**src/rtl/inst_fetch.sv**
```systemverilog
// Fetch front end of the 9-bit CPU: owns the PC, registers the ROM word into IR,
// applies taken branches and runs the Start/Ack program handshake.
module inst_fetch #(
  parameter int unsigned       AW        = 11,
  parameter int unsigned       IW        = 9,
  parameter logic [IW-1:0]     HALT_WORD = 9'h1FF,
  parameter int unsigned       CW        = 16
) (
  input  logic          Clk,
  input  logic          Reset,
  input  logic          Start,
  input  logic [AW-1:0] StartAddr,
  output logic [AW-1:0] InstAddress,
  input  logic [IW-1:0] InstOut,
  input  logic          Stall,
  input  logic          BranchTaken,
  input  logic          BranchRel,
  input  logic [AW-1:0] BranchTarget,
  output logic [IW-1:0] IR,
  output logic [AW-1:0] IRAddr,
  output logic          IRValid,
  output logic          Ack,
  output logic [CW-1:0] InstCount
);

  typedef enum logic [1:0] {
    IDLE = 2'd0,
    RUN  = 2'd1,
    DONE = 2'd2
  } state_t;

  state_t        state_q;
  logic [AW-1:0] pc_q;
  logic [IW-1:0] ir_q;
  logic [AW-1:0] ir_addr_q;
  logic          ir_valid_q;
  logic          ack_q;
  logic [CW-1:0] cnt_q;

  logic [AW-1:0] pc_seq_d;
  logic [AW-1:0] pc_br_d;
  logic [CW-1:0] cnt_inc_d;
  logic          halt;
  logic          branch;

  always_comb begin
    pc_seq_d  = pc_q + AW'(1);
    pc_br_d   = BranchRel ? (ir_addr_q + BranchTarget) : BranchTarget;
    cnt_inc_d = (cnt_q == '1) ? cnt_q : (cnt_q + CW'(1));
    halt      = ir_valid_q && (ir_q == HALT_WORD) && !Stall;
    branch    = ir_valid_q && BranchTaken;
  end

  always_ff @(posedge Clk or negedge Reset) begin
    if (!Reset) begin
      state_q    <= IDLE;
      pc_q       <= '0;
      ir_q       <= '0;
      ir_addr_q  <= '0;
      ir_valid_q <= 1'b0;
      ack_q      <= 1'b0;
      cnt_q      <= '0;
    end else begin
      case (state_q)
        IDLE: begin
          ir_valid_q <= 1'b0;
          ack_q      <= 1'b0;
          if (Start) begin
            pc_q    <= StartAddr;
            cnt_q   <= '0;
            state_q <= RUN;
          end
        end
        RUN: begin
          // Halt wins over branch; a taken branch overrides Stall.
          if (halt) begin
            state_q    <= DONE;
            ir_valid_q <= 1'b0;
            ack_q      <= 1'b1;
            cnt_q      <= cnt_inc_d;
          end else if (branch) begin
            pc_q       <= pc_br_d;
            ir_valid_q <= 1'b0;
            cnt_q      <= cnt_inc_d;
          end else if (!Stall) begin
            ir_q       <= InstOut;
            ir_addr_q  <= pc_q;
            ir_valid_q <= 1'b1;
            pc_q       <= pc_seq_d;
            if (ir_valid_q) begin
              cnt_q <= cnt_inc_d;
            end
          end
        end
        DONE: begin
          ir_valid_q <= 1'b0;
          if (Start) begin
            ack_q   <= 1'b0;
            pc_q    <= StartAddr;
            cnt_q   <= '0;
            state_q <= RUN;
          end
        end
        default: state_q <= IDLE;
      endcase
    end
  end

  assign InstAddress = pc_q;
  assign IR          = ir_q;
  assign IRAddr      = ir_addr_q;
  assign IRValid     = ir_valid_q;
  assign Ack         = ack_q;
  assign InstCount   = cnt_q;

endmodule

```
**config.mk**
```make
export PLATFORM = sky130hd
export DESIGN_NAME = inst_fetch
export DESIGN_NICKNAME = d
export VERILOG_FILES = /design/src/rtl/inst_fetch.sv
export SDC_FILE = /design/constraint.sdc
export NUM_CORES = 1
export LEC_CHECK = 0
export BUFFER_PORTS_ARGS = -buffer_cell sky130_fd_sc_hd__buf_2
export CELL_PAD_IN_SITES_DETAIL_PLACEMENT = 0
export CELL_PAD_IN_SITES_GLOBAL_PLACEMENT = 2
export CORE_MARGIN = 2
export CORE_UTILIZATION = 25
export CTS_BUF_LIST = sky130_fd_sc_hd__clkbuf_8
export DETAILED_ROUTE_END_ITERATION = 12
export HOLD_SLACK_MARGIN = 0.08
export PLACE_DENSITY = 0.73
export SYNTH_ARGS = -nofsm -noshare
export SYNTH_HDL_FRONTEND = slang
export SYNTH_SLANG_ARGS = --single-unit
```
**constraint.sdc**
```tcl
create_clock -name Clk -period 2.45 [get_ports Clk]
set_input_delay 0.6125 -clock Clk [delete_from_list [all_inputs] [get_ports Clk]]
set_output_delay 0.6125 -clock Clk [all_outputs]
set_load 0.02 [all_outputs]
```
==> results.py, run 1 <==
metrics = {
    "run_status": {
        "status": "completed",
    },
    "floorplan": {
        "ios": 86,
        "die_w_um": 117,
        "placementRows": 41,
        "initial_core_util_pct": 25.4,
        "coreArea_mm2": 0.0126,
        "die_h_um": 117,
        "die_area_mm2": 0.0137,
    },
    "setup_path": {
        "startpoint_type": "register",
        "arrival_ns": 2.53,
        "reg2regPathDepth": 9,
        "required_ns": 2.70,
        "r2r_start": "IRAddr[0]",
        "regToRegEndpoint": "InstAddress[10]",
        "cp_max_fo": 3,
        "regToRegSetupSlack_ns": 0.17,
        "cp-end-kind": "register",
        "critPathKind": "register to register",
    },
    "global_routing": {
        "overflow": 0,
        "grt_pass1_vias": 2887,
        "grt_util_all_layers_pct": 14.5,
        "grt_max_degree": 29,
        "antenna_found_initial": 0,
        "grt_pass1_wl_um": 15200,
    },
    "logic_synthesis": {
        "syn_nets": 397,
        "synth_cells": 347,
        "ys_types": 54,
        "synth_edf_count": 0,
        "syn_area_per_cell_um2": 9.21,
        "ys_async_sr_fraction_pct": 100,
        "synth_area_mm2": 0.00319,
        "seq_area_frac_synth_pct": 40.0,
        "ys_ff_latch": 51,
        "synth_ff_type": "dfrtp_1",
        "yosysWarnings": 0,
    },
    "drt": {
        "wl_per_cell_um": 15.5,
        "dr.pass1.iters": 4,
        "drt_iter0_markers": 108,
        "remaining_drc_errors": 0,
        "ant_nets": 0,
        "routed_wl_um": 9530,
        "via_per_inst": 4.77,
        "vias": 2926,
    },
    "sta": {
        "fmax_mhz": 438,
        "tightest_slew_ns": 0.622,
        "period_needed_ns": 2.28,
        "report.final.setup_viol": 0,
        "slew_headroom_pct": 58.5,
        "finClkSkew_ns": 0.00777,
        "drv_slew": 0,
        "worst_slack_ns": 0.167,
        "rsz0062_at_grt": "false",
        "post-route-period-util_pct": 93.2,
        "finalHoldViolCount": 0,
    },
    "cells_and_area": {
        "fin_cells": 613,
        "seq_area_mm2": 0.00128,
        "multi_input_area_mm2": 0.00183,
        "layout.nets": 489,
        "drive_above_1_share_pct": 27.0,
        "finish.instance_area_mm2": 0.00409,
        "final_util_pct": 32.5,
        "area_growth_syn_to_layout_pct": 27.9,
        "layout_common_cells": "buf_2 (85), dfrtp_1 (51), nor2_1 (39)",
        "mostFrequentLayoutCell": "buf_2",
        "fillers": 1325,
    },
    "power_and_ir_drop": {
        "internal-power_mw": 2.65,
        "clkPwrFrac_pct": 15.0,
        "p_comb_share_pct": 53.0,
        "pwr-share-seq_pct": 31.9,
        "ir_drop_mv": 0.544,
        "p_leak_nw": 1.80,
        "power_mw": 4.86,
        "power_switching_mw": 2.21,
        "swShare_pct": 45.4,
        "power_density_mw_per_mm2": 1190,
    },
    "cts": {
        "ctsHoldBuffers": 0,
        "root_buffer": "clkbuf_8",
        "cts_made_buffers": 5,
        "cts_buffer_depth": 2,
        "cts_htree_levels": 2,
        "clk_pin_slew_ns": 0.11,
        "cts_tree": "done",
        "post_cts_buffers": 0,
        "post_cts_resized": 0,
        "clock_sinks": 51,
        "clk_latency_ns": 0.33,
    },
    "placement": {
        "placed_area_mm2": 0.00393,
        "gp_congestion": 0.780,
        "dp_hpwl_um": 7390,
        "portBuffers": 85,
        "pre_cts_ws_ns": -0.214,
        "placedCellCount": 604,
    },
    "hold_path": {
        "min_path_type": "input port to asynchronous set/reset pin",
    },
    "flow_run": {
        "cap_violations": 0,
    },
}
==> sequential cells by signal (all words and copies together) (netlist names) <==
register,flops
IR,9
InstAddress,11
Ack,1
InstCount,16
IRValid,1
state_q,2
IRAddr,11
==> through the flow <==
step / TNS, ns / hold slack, ns
floorplan: 0 / 0.317
global placement: -0.252 / 0.501
detailed placement: -0.323 / 0.503
CTS: 0 / 0.312
global route: 0 / 0.329
finish: 0 / 0.293
==> worst max-delay path by stage <==
stage | start | to | slack (ns) | cells past startpoint
3_3_place_gp | BranchTarget[0] | InstAddress[10] | -0.19 | 10
2_1_floorplan | BranchTarget[0] | InstAddress[10] | 0.15 | 9
5_1_grt | IRAddr[0] | InstAddress[10] | 0.06 | 9
4_1_cts | IRAddr[0] | InstAddress[10] | 0.07 | 9
6_report | IRAddr[0] | InstAddress[10] | 0.17 | 9
3_5_place_dp | BranchTarget[0] | InstAddress[10] | -0.21 | 10
==> metal layers <==
metal / vias to the layer above / track usage, % / wire length (um)
met3: 10 / 3.14 / 485
met2: 71 / 22.3 / 4220
li1: 1446 / - / -
met4: 0 / 4.31 / 143
met1: 1399 / 20.4 / 4680
met5: - / 0 / 0
==> power by group through the flow <==
| stage | sequential, mW | clock, mW | combinational (mW) |
|---|---|---|---|
| detailed placement | 1.58 | 0 | 2.57 |
| CTS | 1.56 | 0.763 | 2.58 |
| global placement | 1.57 | 0 | 2.54 |
| global route | 1.62 | 0.790 | 2.86 |
| floorplan | 1.83 | 0 | 1.40 |
| finish | 1.55 | 0.732 | 2.58 |
==> critical path: stages, from the launching register on <==
cell       delay [ns]
dfrtp_1          0.42
ha_1             0.21
inv_1            0.07
fa_1             0.20
nor2b_2          0.07
o2111ai_2        0.19
a41oi_2          0.18
or4_1            0.45
a31o_1           0.23
a31oi_1          0.17
==> Yosys cell counts, drive strengths merged, types with 2 or more instances <==
cell type / number / share of area (%)
nor3: 10 / 1.6
and2: 3 / 0.59
inv: 15 / 1.8
a21boi: 2 / 0.47
or3: 4 / 0.78
a21oi: 18 / 2.9
o21ai: 21 / 3.3
nor2b: 5 / 0.98
nand4: 7 / 1.4
o211ai: 2 / 0.47
nor4: 6 / 1.8
buf: 5 / 0.86
o2111ai: 2 / 0.74
mux2: 20 / 7.1
and4: 2 / 0.55
o21a: 3 / 0.71
a21o: 2 / 0.47
xor2: 8 / 2.2
clkbuf: 9 / 1.1
o221ai: 2 / 0.55
nand2: 23 / 2.7
ha: 12 / 4.7
nor3b: 2 / 0.47
a31o: 2 / 0.55
and3: 2 / 0.39
xnor2: 15 / 4.1
a211oi: 4 / 0.94
a31oi: 9 / 1.8
dfrtp: 51 / 40
o31ai: 2 / 0.47
nand3: 14 / 2.2
nand2b: 5 / 0.98
mux2i: 5 / 1.6
a2bb2oi: 2 / 0.55
or4: 2 / 0.47
o22ai: 2 / 0.39
nor2: 39 / 4.6
==> layout make-up <==
| class | instances | share of cell area (%) |
|---|---|---|
| diodes | 1 | 0.0613 |
| clock buffers | 5 | 1.68 |
| clock inverters | 3 | 1.65 |
| inverters | 15 | 1.38 |
| multi-input cells | 267 | 44.8 |
| flip-flops and latches | 51 | 31.2 |
| well taps | 172 | 5.27 |
| repair buffers | 99 | 13.9 |
==> cell families (layout without fill, tap and decap cells) <==
kind of cell	count (synthesis)	count (layout)	synth area share (%)
other	0	1	0
multiplexers	25	25	8.62
AO/OA/AOI/OAI	80	80	16.3
adder cells (fa/ha/maj)	13	13	5.33
flip-flops	51	51	40.0
buffers and inverters	29	122	3.68
AND/OR/NAND/NOR	126	126	19.9
XOR/XNOR	23	23	6.31
Note: power is estimated with default switching activity, not from simulation.
==> run 2: changes to the inputs <==
--- a/config.mk
+++ b/config.mk
@@ -8,7 +8,6 @@
 export BUFFER_PORTS_ARGS = -buffer_cell sky130_fd_sc_hd__buf_2
 export CELL_PAD_IN_SITES_DETAIL_PLACEMENT = 0
 export CELL_PAD_IN_SITES_GLOBAL_PLACEMENT = 2
-export CORE_MARGIN = 2
 export CORE_UTILIZATION = 25
 export CTS_BUF_LIST = sky130_fd_sc_hd__clkbuf_8
 export DETAILED_ROUTE_END_ITERATION = 12
==> run 2 against run 1 <==
  * Cell count stayed put
  * Critical path depth rose by 1
  * Worst setup slack better by 0.0019 ns
  * Sequential power about the same
  * Critical path type is now input port to register
==> results.py, run 2 (synthesized netlist as in run 1, its figures left out) <==
metrics = {
    "floorplan": {
        "ios": 86,
        "die_w_um": 115,
        "die_area_mm2": 0.0132,
        "placementRows": 40,
        "coreArea_mm2": 0.0122,
        "die_h_um": 115,
        "initial_core_util_pct": 26.2,
    },
    "drt": {
        "wl_met2_um": 4110,
        "topRoutingLayerUsed": "met4",
        "vias": 2906,
        "ant_nets": 0,
        "routed_wl_um": 9140,
        "wl_met3_um": 419,
        "wl_met1_um": 4490,
        "dr.pass1.iters": 4,
        "via_per_inst": 4.74,
        "wl_per_cell_um": 14.9,
        "remaining_drc_errors": 0,
        "drt_iter0_markers": 154,
    },
    "sta": {
        "finalHoldViolCount": 0,
        "tightest_slew_ns": 0.663,
        "report.final.setup_viol": 0,
        "finClkSkew_ns": 0.00722,
        "worst_slack_ns": 0.169,
        "slew_headroom_pct": 55.8,
        "post-route-period-util_pct": 93.1,
        "setup_tns_ns": 0,
        "fmax_mhz": 438,
        "period_needed_ns": 2.28,
        "drv_slew": 0,
        "rsz0062_at_grt": "false",
    },
    "global_routing": {
        "antenna_found_initial": 0,
        "grt_util_all_layers_pct": 14.6,
        "grt_pass1_wl_um": 14900,
        "grt_max_degree": 28,
        "grt_pass1_vias": 2918,
        "overflow": 0,
    },
    "run_status": {
        "status": "completed",
    },
    "cts": {
        "cts_tree": "done",
        "cts_made_buffers": 5,
        "clock_sinks": 51,
        "root_buffer": "clkbuf_8",
        "post_cts_buffers": 0,
        "clk_latency_ns": 0.31,
        "cts_buffer_depth": 2,
        "cts_htree_levels": 2,
        "clk_pin_slew_ns": 0.09,
    },
    "placement": {
        "dp_hpwl_um": 7020,
        "pre_cts_ws_ns": -0.220,
        "gp_congestion": 0.846,
        "placed_area_mm2": 0.00393,
        "portBuffers": 85,
        "placedCellCount": 605,
    },
    "cells_and_area": {
        "fillers": 1319,
        "multi_input_area_mm2": 0.00183,
        "layout_common_cells": "buf_2 (85), dfrtp_1 (51), nor2_1 (39)",
        "mostFrequentLayoutCell": "buf_2",
        "seq_area_mm2": 0.00128,
        "antenna_cells": 0,
        "layout.nets": 494,
        "finish.instance_area_mm2": 0.00405,
        "drive_above_1_share_pct": 27.6,
        "final_util_pct": 33.2,
        "fin_cells": 613,
        "area_growth_syn_to_layout_pct": 26.9,
        "largest_register_ff_count": 16,
    },
    "setup_path": {
        "cp-end-kind": "register",
        "arrival_ns": 2.52,
        "required_ns": 2.69,
        "critPathKind": "input port to register",
        "cp_max_fo": 3,
        "startpoint_type": "input port",
    },
    "power_and_ir_drop": {
        "swShare_pct": 46.4,
        "internal-power_mw": 2.51,
        "p_comb_share_pct": 55.3,
        "p_leak_nw": 1.80,
        "power_switching_mw": 2.17,
        "clkPwrFrac_pct": 11.9,
        "ir_drop_mv": 0.498,
        "pwr-share-seq_pct": 32.8,
        "power_density_mw_per_mm2": 1150,
    },
    "flow_run": {
        "cap_violations": 0,
    },
    "hold_path": {
        "min_path_type": "input port to asynchronous set/reset pin",
    },
}
## run 2: cell count changes in the layout (fill, tap and decap cells not counted), sizes merged
cell and delta:
buf +5, bufinv -2, clkbuf +2, diode -1
## run 2: power groups by stage
stage | Clock, mW | Combinational (mW) | Sequential (mW)
floorplan | 0 | 1.40 | 1.83
global placement | 0 | 2.56 | 1.55
detailed placement | 0 | 2.58 | 1.56
CTS | 0.591 | 2.59 | 1.54
global route | 0.620 | 2.87 | 1.61
finish | 0.559 | 2.59 | 1.53
## run 2: per-layer routing
layer  global-route usage [%]  up-vias
met5                        0        -
met4                     4.33        0
met3                     2.69        8
met2                     23.3       78
met1                     20.0     1379
li1                         -     1441
## run 2: final timing paths
path	start	endpoint	slack, ns	cells past startpoint
worst max-delay path	BranchTarget[0]	InstAddress[10]	0.17	10
worst min-delay path	Reset	IR[3]	0.32	1
worst max register to register	IRAddr[0]	InstAddress[10]	0.18	9
worst min register to register	IRAddr[6]	IRAddr[6]	0.53	1
max in group asynchronous	Reset	InstAddress[9]	1.55	2
min in group Clk	InstOut[8]	IR[8]	0.51	2
## run 2: cell type report
| type | count | area share [%] |
|---|---|---|
| clock buffer | 7 | 2.38 |
| clock inverter | 1 | 0.185 |
| inverter | 15 | 1.39 |
| sequential | 51 | 31.5 |
| multi-input combinational | 267 | 45.0 |
| timing repair buffer | 104 | 14.3 |
| tap | 168 | 5.19 |
## run 2: timing repair
action	CTS	global route
resized for setup	0	3
hold buffers	0	0
endpoints found under the setup margin	0	1
## run 2: worst max-delay path, cell delays in order
cell and delay [ns]:
buf_2 0.11, ha_1 0.21, inv_1 0.07, fa_1 0.21
nor2b_2 0.08, o2111ai_2 0.19, a41oi_2 0.19, or4_1 0.46
a31o_1 0.23, a31oi_1 0.15
## run 2: through the flow
step / power (mW) / hold slack, ns
floorplan: 3.23 / 0.317
global placement: 4.11 / 0.500
detailed placement: 4.14 / 0.503
CTS: 4.73 / 0.337
global route: 5.09 / 0.369
finish: 4.68 / 0.322
